`src/rtl/step_dir_decoder.sv`:
```
// step_dir_decoder
//   Receive-side decoder for one stepper axis. Synchronizes the step, dir and
//   enable_n pins, counts accepted step rising edges into a signed position,
//   measures the period between accepted edges and flags timing violations.
//
//   Optional feature macro: STEP_DECODER_SOFT_LIMIT_EN
//     adds parameters POS_MIN / POS_MAX and the sticky output limit_hit.
//
//   Ports
//     clk, rst            clock, synchronous active-high reset
//     step_in             step pin, rising edge = one step
//     dir_in              direction pin, 1 = +1, 0 = -1
//     enable_n_in         active-low driver enable pin
//     clear_pos           zero the position (applied before a same-cycle step)
//     clear_err           clear the sticky error flags (a same-cycle set wins)
//     position            signed step count, wraps modulo 2^POS_W
//     step_period         cycles between the last two accepted rising edges
//     period_valid        one-cycle strobe when step_period updates
//     moving              steps are arriving (drops after IDLE_TIMEOUT idle cycles)
//     err_pulse_width     sticky, step high time shorter than MIN_HIGH
//     err_dir_setup       sticky, dir changed less than DIR_SETUP cycles before a step
//     err_step_disabled   sticky, step edge seen while the driver was disabled
//     limit_hit           sticky, accepted step left [POS_MIN, POS_MAX] (feature only)
//
//   state      | meaning
//   WAIT_FIRST | no reference edge yet, next accepted rise starts period timing
//   RUN        | steps arriving, period counter running, idle timer armed
module step_dir_decoder #(
  parameter int SYNC_STAGES  = 2,
  parameter int MIN_HIGH     = 4,
  parameter int DIR_SETUP    = 2,
  parameter int IDLE_TIMEOUT = 1000000,
  parameter int POS_W        = 32,
`ifdef STEP_DECODER_SOFT_LIMIT_EN
  parameter int POS_MIN      = 0,
  parameter int POS_MAX      = 200000,
`endif
  parameter int PERIOD_W     = 32
) (
  input  logic                clk,
  input  logic                rst,
  input  logic                step_in,
  input  logic                dir_in,
  input  logic                enable_n_in,
  input  logic                clear_pos,
  input  logic                clear_err,
  output logic [POS_W-1:0]    position,
  output logic [PERIOD_W-1:0] step_period,
  output logic                period_valid,
  output logic                moving,
  output logic                err_pulse_width,
  output logic                err_dir_setup,
`ifdef STEP_DECODER_SOFT_LIMIT_EN
  output logic                limit_hit,
`endif
  output logic                err_step_disabled
);

  localparam int HIGH_W = (MIN_HIGH < 1) ? 1 : $clog2(MIN_HIGH + 1);
  localparam int DIR_W  = (DIR_SETUP < 1) ? 1 : $clog2(DIR_SETUP + 1);
  localparam int IDLE_W = (IDLE_TIMEOUT < 2) ? 1 : $clog2(IDLE_TIMEOUT + 1);

  localparam logic [HIGH_W-1:0] HIGH_SAT  = HIGH_W'(MIN_HIGH);
  localparam logic [DIR_W-1:0]  DIR_SAT   = DIR_W'(DIR_SETUP);
  localparam logic [IDLE_W-1:0] IDLE_LOAD = IDLE_W'(IDLE_TIMEOUT - 1);

  typedef enum logic {WAIT_FIRST = 1'b0, RUN = 1'b1} state_t;

  logic [SYNC_STAGES-1:0] step_sync_q, step_sync_d;
  logic [SYNC_STAGES-1:0] dir_sync_q, dir_sync_d;
  logic [SYNC_STAGES-1:0] en_sync_q, en_sync_d;
  logic                   step_prev_q, step_prev_d;
  logic                   dir_prev_q, dir_prev_d;
  logic [HIGH_W-1:0]      high_q, high_d;
  logic [DIR_W-1:0]       stable_q, stable_d;
  logic [IDLE_W-1:0]      idle_q, idle_d;
  logic [PERIOD_W-1:0]    period_q, period_d;
  logic [PERIOD_W-1:0]    step_period_q, step_period_d;
  logic                   period_valid_q, period_valid_d;
  logic [POS_W-1:0]       pos_q, pos_d;
  logic                   err_pw_q, err_pw_d;
  logic                   err_ds_q, err_ds_d;
  logic                   err_dis_q, err_dis_d;
  state_t                 state_q, state_d;

  logic                   s_step, s_dir, s_en;
  logic                   rise, fall, accept, dir_chg;
  logic [POS_W-1:0]       pos_base, pos_step;
  logic [PERIOD_W-1:0]    period_inc;

  assign s_step  = step_sync_q[SYNC_STAGES-1];
  assign s_dir   = dir_sync_q[SYNC_STAGES-1];
  assign s_en    = en_sync_q[SYNC_STAGES-1];
  assign rise    = s_step & ~step_prev_q;
  assign fall    = ~s_step & step_prev_q;
  assign accept  = rise & ~s_en;
  assign dir_chg = s_dir ^ dir_prev_q;

  // clear_pos is applied before a coincident step
  assign pos_base   = clear_pos ? '0 : pos_q;
  assign pos_step   = s_dir ? (pos_base + POS_W'(1)) : (pos_base - POS_W'(1));
  assign period_inc = (&period_q) ? period_q : (period_q + PERIOD_W'(1));

`ifdef STEP_DECODER_SOFT_LIMIT_EN
  localparam logic signed [POS_W-1:0] LIM_LO = POS_W'(POS_MIN);
  localparam logic signed [POS_W-1:0] LIM_HI = POS_W'(POS_MAX);
  logic limit_q, limit_d;

  always_comb begin
    limit_d = limit_q & ~clear_err;
    if (accept && (($signed(pos_step) < LIM_LO) || ($signed(pos_step) > LIM_HI)))
      limit_d = 1'b1;
  end

  always_ff @(posedge clk) begin
    if (rst) limit_q <= 1'b0;
    else     limit_q <= limit_d;
  end

  assign limit_hit = limit_q;
`endif

  always_comb begin
    step_sync_d    = {step_sync_q[SYNC_STAGES-2:0], step_in};
    dir_sync_d     = {dir_sync_q[SYNC_STAGES-2:0], dir_in};
    en_sync_d      = {en_sync_q[SYNC_STAGES-2:0], enable_n_in};
    step_prev_d    = s_step;
    dir_prev_d     = s_dir;
    high_d         = high_q;
    stable_d       = stable_q;
    idle_d         = idle_q;
    period_d       = period_q;
    step_period_d  = step_period_q;
    period_valid_d = 1'b0;
    pos_d          = accept ? pos_step : pos_base;
    state_d        = state_q;

    // high_q counts high cycles including the rise cycle
    if (rise)
      high_d = HIGH_W'(1);
    else if (s_step && (high_q != HIGH_SAT))
      high_d = high_q + HIGH_W'(1);

    if (dir_chg)
      stable_d = '0;
    else if (stable_q != DIR_SAT)
      stable_d = stable_q + DIR_W'(1);

    // set wins over a coincident clear_err
    err_pw_d  = (err_pw_q & ~clear_err) | (fall & (high_q < HIGH_SAT));
    // a dir change seen in the rise cycle itself also violates setup
    err_ds_d  = (err_ds_q & ~clear_err) | (accept & (dir_chg | (stable_q < DIR_SAT)));
    err_dis_d = (err_dis_q & ~clear_err) | (rise & s_en);

    unique case (state_q)
      WAIT_FIRST: begin
        if (accept) begin
          period_d = '0;
          idle_d   = IDLE_LOAD;
          state_d  = RUN;
        end
      end
      RUN: begin
        if (accept) begin
          step_period_d  = period_inc;
          period_valid_d = 1'b1;
          period_d       = '0;
          idle_d         = IDLE_LOAD;
        end else begin
          period_d = period_inc;
          if (idle_q == '0)
            state_d = WAIT_FIRST;
          else
            idle_d = idle_q - IDLE_W'(1);
        end
      end
      default: state_d = WAIT_FIRST;
    endcase
  end

  always_ff @(posedge clk) begin
    if (rst) begin
      step_sync_q    <= '0;
      dir_sync_q     <= '0;
      en_sync_q      <= '0;
      step_prev_q    <= 1'b0;
      dir_prev_q     <= 1'b0;
      high_q         <= '0;
      stable_q       <= '0;
      idle_q         <= '0;
      period_q       <= '0;
      step_period_q  <= '0;
      period_valid_q <= 1'b0;
      pos_q          <= '0;
      err_pw_q       <= 1'b0;
      err_ds_q       <= 1'b0;
      err_dis_q      <= 1'b0;
      state_q        <= WAIT_FIRST;
    end else begin
      step_sync_q    <= step_sync_d;
      dir_sync_q     <= dir_sync_d;
      en_sync_q      <= en_sync_d;
      step_prev_q    <= step_prev_d;
      dir_prev_q     <= dir_prev_d;
      high_q         <= high_d;
      stable_q       <= stable_d;
      idle_q         <= idle_d;
      period_q       <= period_d;
      step_period_q  <= step_period_d;
      period_valid_q <= period_valid_d;
      pos_q          <= pos_d;
      err_pw_q       <= err_pw_d;
      err_ds_q       <= err_ds_d;
      err_dis_q      <= err_dis_d;
      state_q        <= state_d;
    end
  end

  assign position          = pos_q;
  assign step_period       = step_period_q;
  assign period_valid      = period_valid_q;
  assign moving            = (state_q == RUN);
  assign err_pulse_width   = err_pw_q;
  assign err_dir_setup     = err_ds_q;
  assign err_step_disabled = err_dis_q;

endmodule

```
`config.mk`:
```
export PLATFORM = sky130hd
export DESIGN_NAME = step_dir_decoder
export DESIGN_NICKNAME = d
export VERILOG_FILES = /design/src/rtl/step_dir_decoder.sv
export SDC_FILE = /design/constraint.sdc
export NUM_CORES = 1
export LEC_CHECK = 0
export CORE_ASPECT_RATIO = 0.8
export CORE_MARGIN = 5
export CORE_UTILIZATION = 45
export CTS_CLUSTER_SIZE = 28
export DETAILED_ROUTE_END_ITERATION = 8
export HOLD_SLACK_MARGIN = 0.08
export PLACE_DENSITY = 0.65
export SYNTH_ARGS = -nofsm -noshare
export SYNTH_HDL_FRONTEND = slang
export SYNTH_SLANG_ARGS = --single-unit
export TNS_END_PERCENT = 100
```
`constraint.sdc`:
```
create_clock -name clk -period 4.5 [get_ports clk]
set_input_delay 0.9 -clock clk [delete_from_list [all_inputs] [get_ports clk]]
set_output_delay 0.9 -clock clk [all_outputs]
set_load 0.01 [all_outputs]
```
==> summary.txt, run 1 <==
CTS
  – Clock Path Buffers: 2
  – Clk sinks: 134
  – Total CTS buffers: 17
  – # hold bufs at CTS: 0
  – Post-CTS Resized: 0
  – Reg clk slew, reported paths: 60 ps
  – CTS tree: done
  – Setup bufs post-CTS: 0
  – H-tree levels: 4
  – Clk root buf: clkbuf_16
  – Clk Latency, worst-skew pair: ~430 ps

Min path
  – Worst Hold Class: reg -> reg

STA
  – Final hold vios: 0
  – Minimum clock period: between 3000 and 4000 ps
  – Setup TNS: 0 ps
  – Max Fclk: between 0.2 and 0.3 GHz
  – Final setup viols: 0
  – Tcrit/Tclk final: around 82%
  – Worst-margin pin slew: between 1000 and 1500 ps
  – Slew headroom: about a quarter
  – Worst Skew: 9.097 ps
  – Final Max Tran Viols: 0
  – RSZ-0062 raised after global routing: false

Power and ir drop
  – Lkg Pwr: 0.003458 uW
  – PD cells: 351.7 nW/um^2
  – Peak VDD IR: about 0.26 mV

Floorplan
  – Top Ports: 76
  – Die ar.: 19670 um^2
  – Die Span Y: between 100 and 150 um
  – Cell Rows: 42
  – Initial Util: between 40% and 50%
  – Core area: 16610 um^2
  – Die width: roughly 160 um

Synth
  – Top cell type's share of synthesized area: 35.17%
  – Synthesized area: between 7000 and 8000 um^2
  – Synth top area cells: dfxtp_1, ha_1, nor2_1, xor2_1, a21oi_1
  – Top FF cell, synth: dfxtp_1
  – Post-synth EDFFs: 0
  – Register bit total from synthesis: between 100 and 150
  – Yosys top cell by area: dfxtp_1
  – Ys async rst share: 0%
  – Synth unique cells: 65
  – Synth warn: 0
  – Sequential share of the synthesized area: 35.17%
  – Syn Area/Cell: between 8 and 9 um^2
  – Syn Nets: 990
  – Gate Count Post-Synth: 943

Flow run
  – Max Cap Violations: 0

Setup path
  – CP Data Arrival Time: 4070 ps
  – Worst path required time: roughly 4900 ps
  – Crit Path Class: in -> reg
  – Worst-path fanout max: 33
  – Crit path cell chain: clkdlybuf4s50_1 > buf_12 > inv_1 > nand2_1 > inv_1 > ha_1 > nand4b_1 > a21oi_1 > o2111ai_1 > a21oi_2 > a211oi_1 > or4_1 > a221o_1 > nand2_1
  – Worst Setup End Kind: flop
  – Critical-path top delay cell: or4_1
  – Startpoint Class: input pin
  – Slowest stage delay, CP: between 500 and 600 ps

GRT
  – Grt ovf: 0
  – Number of antenna violations at the first check in global routing: 0
  – Total track usage: 18.81%
  – Largest net degree at the start of global routing: 55
  – Vias in the first global route: roughly 6000
  – First-pass GRT wire length: 30500 um

Final layout
  – Number of diodes: 0
  – Final net count: about 1000
  – Cell area after layout: ~9200 um^2
  – Area delta synth->final: 19.98%
  – Share of layout cells above drive strength 1: 6.058%

Place
  – Placed cell area: between 8000 and 9000 um^2
  – Buffers on Ports: 75
  – Detailed Place HPWL: 12870 um
  – Routability cong.: 0.9208

Routing
  – Final antenna-violating net count: 0
  – Routed wire length per instance: 14.99 um
  – DRC viols: 0
  – Initial DRC Count: ~440
  – Via/cell ratio: ~5.4
  – DR vias: approximately 6600
  – Routed WL: ~18000 um
  – DR pass1 iterations: 4

Outcome
  – Status: complete, no violations
## placed cells by master, fill, tap and decap left out, drive strengths merged, types with 12 or more instances in the layout
master         instances
xnor2                 42
a21oi                 91
ha                    39
nor3                  20
nand2                 76
inv                   26
nand3                 35
nand2b                12
and3                  19
o21ai                 28
a211oi                31
clkbuf                17
or3                   12
a21o                  12
nand4                 18
xor2                  51
dfxtp                134
nor2b                 39
nor2                 129
clkdlybuf4s50         74
## path summary, 6_finish.rpt
path / start / to / slack (ps) / depth (start not counted)
setup reg to reg: dir_sync_q[1]$_SDFF_PP0_ / position[31]$_SDFF_PP0_ / 1000 / 11
hold / removal: dir_sync_q[0]$_SDFF_PP0_ / dir_sync_q[1]$_SDFF_PP0_ / 440 / 1
hold reg to reg: dir_sync_q[0]$_SDFF_PP0_ / dir_sync_q[1]$_SDFF_PP0_ / 440 / 1
setup / recovery: clear_pos / position[31]$_SDFF_PP0_ / 800 / 14
## kinds of logic (layout without fill, tap and decap cells)
logic type / Yosys count / in the layout / share of synthesized area [%]
simple gates: 398 / 398 / 25.90
flops: 134 / 134 / 35.17
xor+xnor: 93 / 93 / 10.68
mux: 8 / 8 / 1.050
compound gates: 197 / 197 / 16.52
fa+ha+maj: 40 / 40 / 6.660
buf+inv: 73 / 137 / 4.019
## metrics by stage
step	hold slack, ps	std cells	utilization, %	power, uW	worst slack (ps)
6_report	438.3	1227	55.11	3218	796.1
5_1_grt	458.1	1227	55.11	3355	582.6
4_1_cts	444.9	1227	55.11	3242	815.5
3_5_place_dp	431.6	1195	51.33	1745	384.3
3_3_place_gp	417.6	1195	51.33	1745	477.2
2_1_floorplan	413.8	943	-	1620	1103
## power breakdown
part / switching [uW] / total (uW) / internal (uW) / leakage [uW]
combinational: 265 / 460 / 195 / 0.00207
sequential: 32.6 / 1260 / 1230 / 0.00109
clock: 564 / 1500 / 931 / 0.000300
## flip-flops by register name, indices dropped and copies added (netlist names)
signal,count
step_prev_q,1
high_q,3
step_sync_q,2
position,32
period_q,32
moving,1
idle_q,20
err_dir_setup,1
dir_sync_q,2
stable_q,2
step_period,32
err_pulse_width,1
period_valid,1
err_step_disabled,1
en_sync_q,2
dir_prev_q,1
## synth_stat cells (8+ instances only)
cell type / number
mux2i_1: 8
xnor2_1: 42
a21o_1: 12
a21oi_1: 88
ha_1: 39
nand4_1: 18
dfxtp_1: 134
clkbuf_1: 31
nor4_1: 9
nand2b_1: 12
a211oi_1: 30
nor2b_1: 39
nor3_1: 20
xor2_1: 51
buf_2: 10
and3_1: 16
inv_1: 22
nand3_1: 34
o21ai_0: 28
nor2_1: 129
or3_1: 11
nand2_1: 76
## critical path, delay by kind of cell
family                     cells  cell delay, ps
AOI/OAI and AO/OA              5            1180
adders and majority gates      1             270
buffers and inverters          4             890
and+or+nand+nor                4             820
## routing by layer
layer	share of wire [%]	track usage (%)
met5	0	0
met4	0.99	4.632
met3	4.7	4.358
met2	40	25.95
met1	54	29.23
## area by class of cell
class | count | area [um^2]
clock inverters | 15 | 201.4
flip-flops and latches | 134 | 2683
clock buffers | 17 | 425.4
multi-input cells | 736 | 4651
well taps | 220 | 275.3
inverters | 22 | 82.58
fillers | 1601 | 7455
repair buffers | 83 | 833.3
(Power assumes the default switching activity.)
==> run 2, diff against run 1 <==
==> constraint.sdc (replaced) <==
create_clock -name clk -period 3.74 [get_ports clk]
set_input_delay 0.748 -clock clk [delete_from_list [all_inputs] [get_ports clk]]
set_output_delay 0.748 -clock clk [all_outputs]
set_load 0.01 [all_outputs]
==> summary.txt, run 2 (same netlist as run 1, synthesis figures left out) <==
Outcome
  – Status: complete, no violations

Routing
  – DRC viols: 0
  – Routed WL: ~19000 um
  – Via/cell ratio: approximately 5.3
  – DR vias: just under 7000
  – Routed wire length per instance: between 10 and 15 um
  – Initial DRC Count: around 430
  – DR pass1 iterations: 5
  – Final antenna-violating net count: 0

Final layout
  – Most common cell after layout, fill and taps aside: dfxtp_1
  – Final Util: 56.92%
  – Area delta synth->final: 23.93%
  – Final net count: roughly 1100
  – Fill cells: between 1500 and 2000
  – Share of layout cells above drive strength 1: between 10% and 20%
  – Most frequent cells in the layout: dfxtp_1, nor2_1, a21oi_1
  – Number of diodes: 0

Power and ir drop
  – Peak VDD IR: 0.3151 mV
  – Total power: roughly 3700 uW
  – PD cells: roughly 400 nW/um^2
  – Lkg Pwr: approximately 0.0037 uW

GRT
  – First-pass GRT wire length: approximately 32000 um
  – Number of antenna violations at the first check in global routing: 0
  – Grt ovf: 0
  – Total track usage: slightly below 20%
  – Vias in the first global route: slightly above 6000
  – Largest net degree at the start of global routing: between 40 and 50

STA
  – Max Fclk: 0.2840 GHz
  – Minimum clock period: 3521 ps
  – Final Max Tran Viols: 0
  – Tcrit/Tclk final: between 90% and 100%
  – Worst Skew: between 9 and 10 ps
  – Final hold vios: 0
  – Slew headroom: between 50% and 60%
  – Worst-margin pin slew: roughly 740 ps
  – Final setup viols: 0
  – RSZ-0062 raised after global routing: false

Place
  – Detailed Place HPWL: roughly 14000 um
  – Routability cong.: 0.9190
  – Buffers on Ports: 75

CTS
  – # hold bufs at CTS: 0
  – Reg clk slew, reported paths: about 70 ps
  – Total CTS buffers: 17
  – H-tree levels: 4
  – Clk root buf: clkbuf_16
  – Clk Latency, worst-skew pair: between 400 and 500 ps
  – Clk sinks: between 100 and 150
  – Clock Path Buffers: 2
  – CTS tree: done

Floorplan
  – Core area: between 15000 and 20000 um^2
  – Initial Util: 45.93%
  – Die width: approximately 160 um
  – Die ar.: 19670 um^2
  – Cell Rows: 42
  – Die Span Y: about 130 um
  – Top Ports: between 70 and 80

Setup path
  – Worst Setup End Kind: flop
  – Crit Path Class: in -> reg
  – Family with the most delay on the worst path: compound AO/OA/AOI/OAI gates
  – Slowest stage delay, CP: roughly 520 ps
  – Crit Reg-Reg Startpoint: dir_sync_q[1]$_SDFF_PP0_
  – Worst path required time: slightly above 4000 ps
  – Bufs and invs on worst path: 3
  – Startpoint Class: input pin
  – Critical path origin: clear_pos
  – Crit path cell chain: clkdlybuf4s50_1 > buf_4 > nor2b_1 > ha_1 > a21oi_1 > o21ai_0 > a2111oi_2 > a21oi_2 > buf_4 > a21oi_2 > o21bai_1 > or4b_1 > nand3_1
  – CP Data Arrival Time: ~3900 ps
  – Worst-path fanout max: 16
  – Critical-path top delay cell: clkdlybuf4s50_1
  – R2R setup slack: roughly 570 ps

Min path
  – Hold_sp: step_sync_q[0]$_SDFF_PP0_
  – Worst Hold Class: reg -> reg

Flow run
  – Max Cap Violations: 0
-- run 2: changes by cell type in the layout (fill, tap and decap cells not counted), sizes merged --
| cell | delta |
|---|---|
| buf | +50 |
| inv | +5 |
| bufinv | -4 |
| clkinv | -1 |
-- run 2: final timing paths --
check / endpoint / cells after the start
max: position[29]$_SDFF_PP0_ / 13
max reg2reg: position[29]$_SDFF_PP0_ / 12
min: step_sync_q[1]$_SDFF_PP0_ / 1
min reg2reg: step_sync_q[1]$_SDFF_PP0_ / 1
-- run 2: repair_timing --
action	in CTS	in global routing
setup endpoints to repair	0	1
resized for setup	0	2
buffers inserted	0	0
-- run 2: final cells by class --
| class | instances | area [um^2] | share of cell area, % |
|---|---|---|---|
| flip-flops and latches | 134 | 2683 | 28.38 |
| inverters | 22 | 82.58 | 0.8736 |
| multi-input cells | 736 | 4656 | 49.25 |
| repair buffers | 133 | 1196 | 12.65 |
| clock inverters | 15 | 135.1 | 1.430 |
| clock buffers | 17 | 425.4 | 4.500 |
| well taps | 220 | 275.3 | 2.912 |
-- run 2: stage by stage --
stage | std cells | setup TNS (ps) | area (um^2) | setup slack, ps | hold WS [ps]
4_1_cts | 1277 | 0 | 9448 | 188.8 | 443.5
6_report | 1277 | 0 | 9453 | 219.2 | 442.8
3_3_place_gp | 1245 | -167.6 | 8887 | -65.68 | 416.6
5_1_grt | 1277 | 0 | 9453 | 59.20 | 468.2
2_1_floorplan | 943 | 0 | 7627 | 495.2 | 413.8
3_5_place_dp | 1245 | -487.3 | 8887 | -205.7 | 428.3
-- run 2: routing by layer --
metal  GRT usage (%)  share of wire [%]  vias up
li1                -                  -     3515
met3           4.426                3.7        9
met1           30.45                 55     3170
met4           3.603               0.80        0
met2           27.53                 40      108
met5               0                  0        -
-- run 2: where the power goes --
| group | total, uW | switching (uW) | leakage [uW] | internal, uW |
|---|---|---|---|---|
| clock network | 1600 | 727 | 0.000268 | 876 |
| registers | 1520 | 40.0 | 0.00109 | 1480 |
| logic | 606 | 333 | 0.00230 | 273 |
-- run 2: worst register-to-register path, cell delays in order, from the launching register on --
cell	delay (ps)
dfxtp_1	420
inv_1	80
buf_4	230
ha_1	340
a211oi_1	270
o211ai_1	220
a2111oi_2	400
a21oi_2	150
buf_4	170
a21oi_2	160
o21bai_1	100
or4b_1	480
nand3_1	90
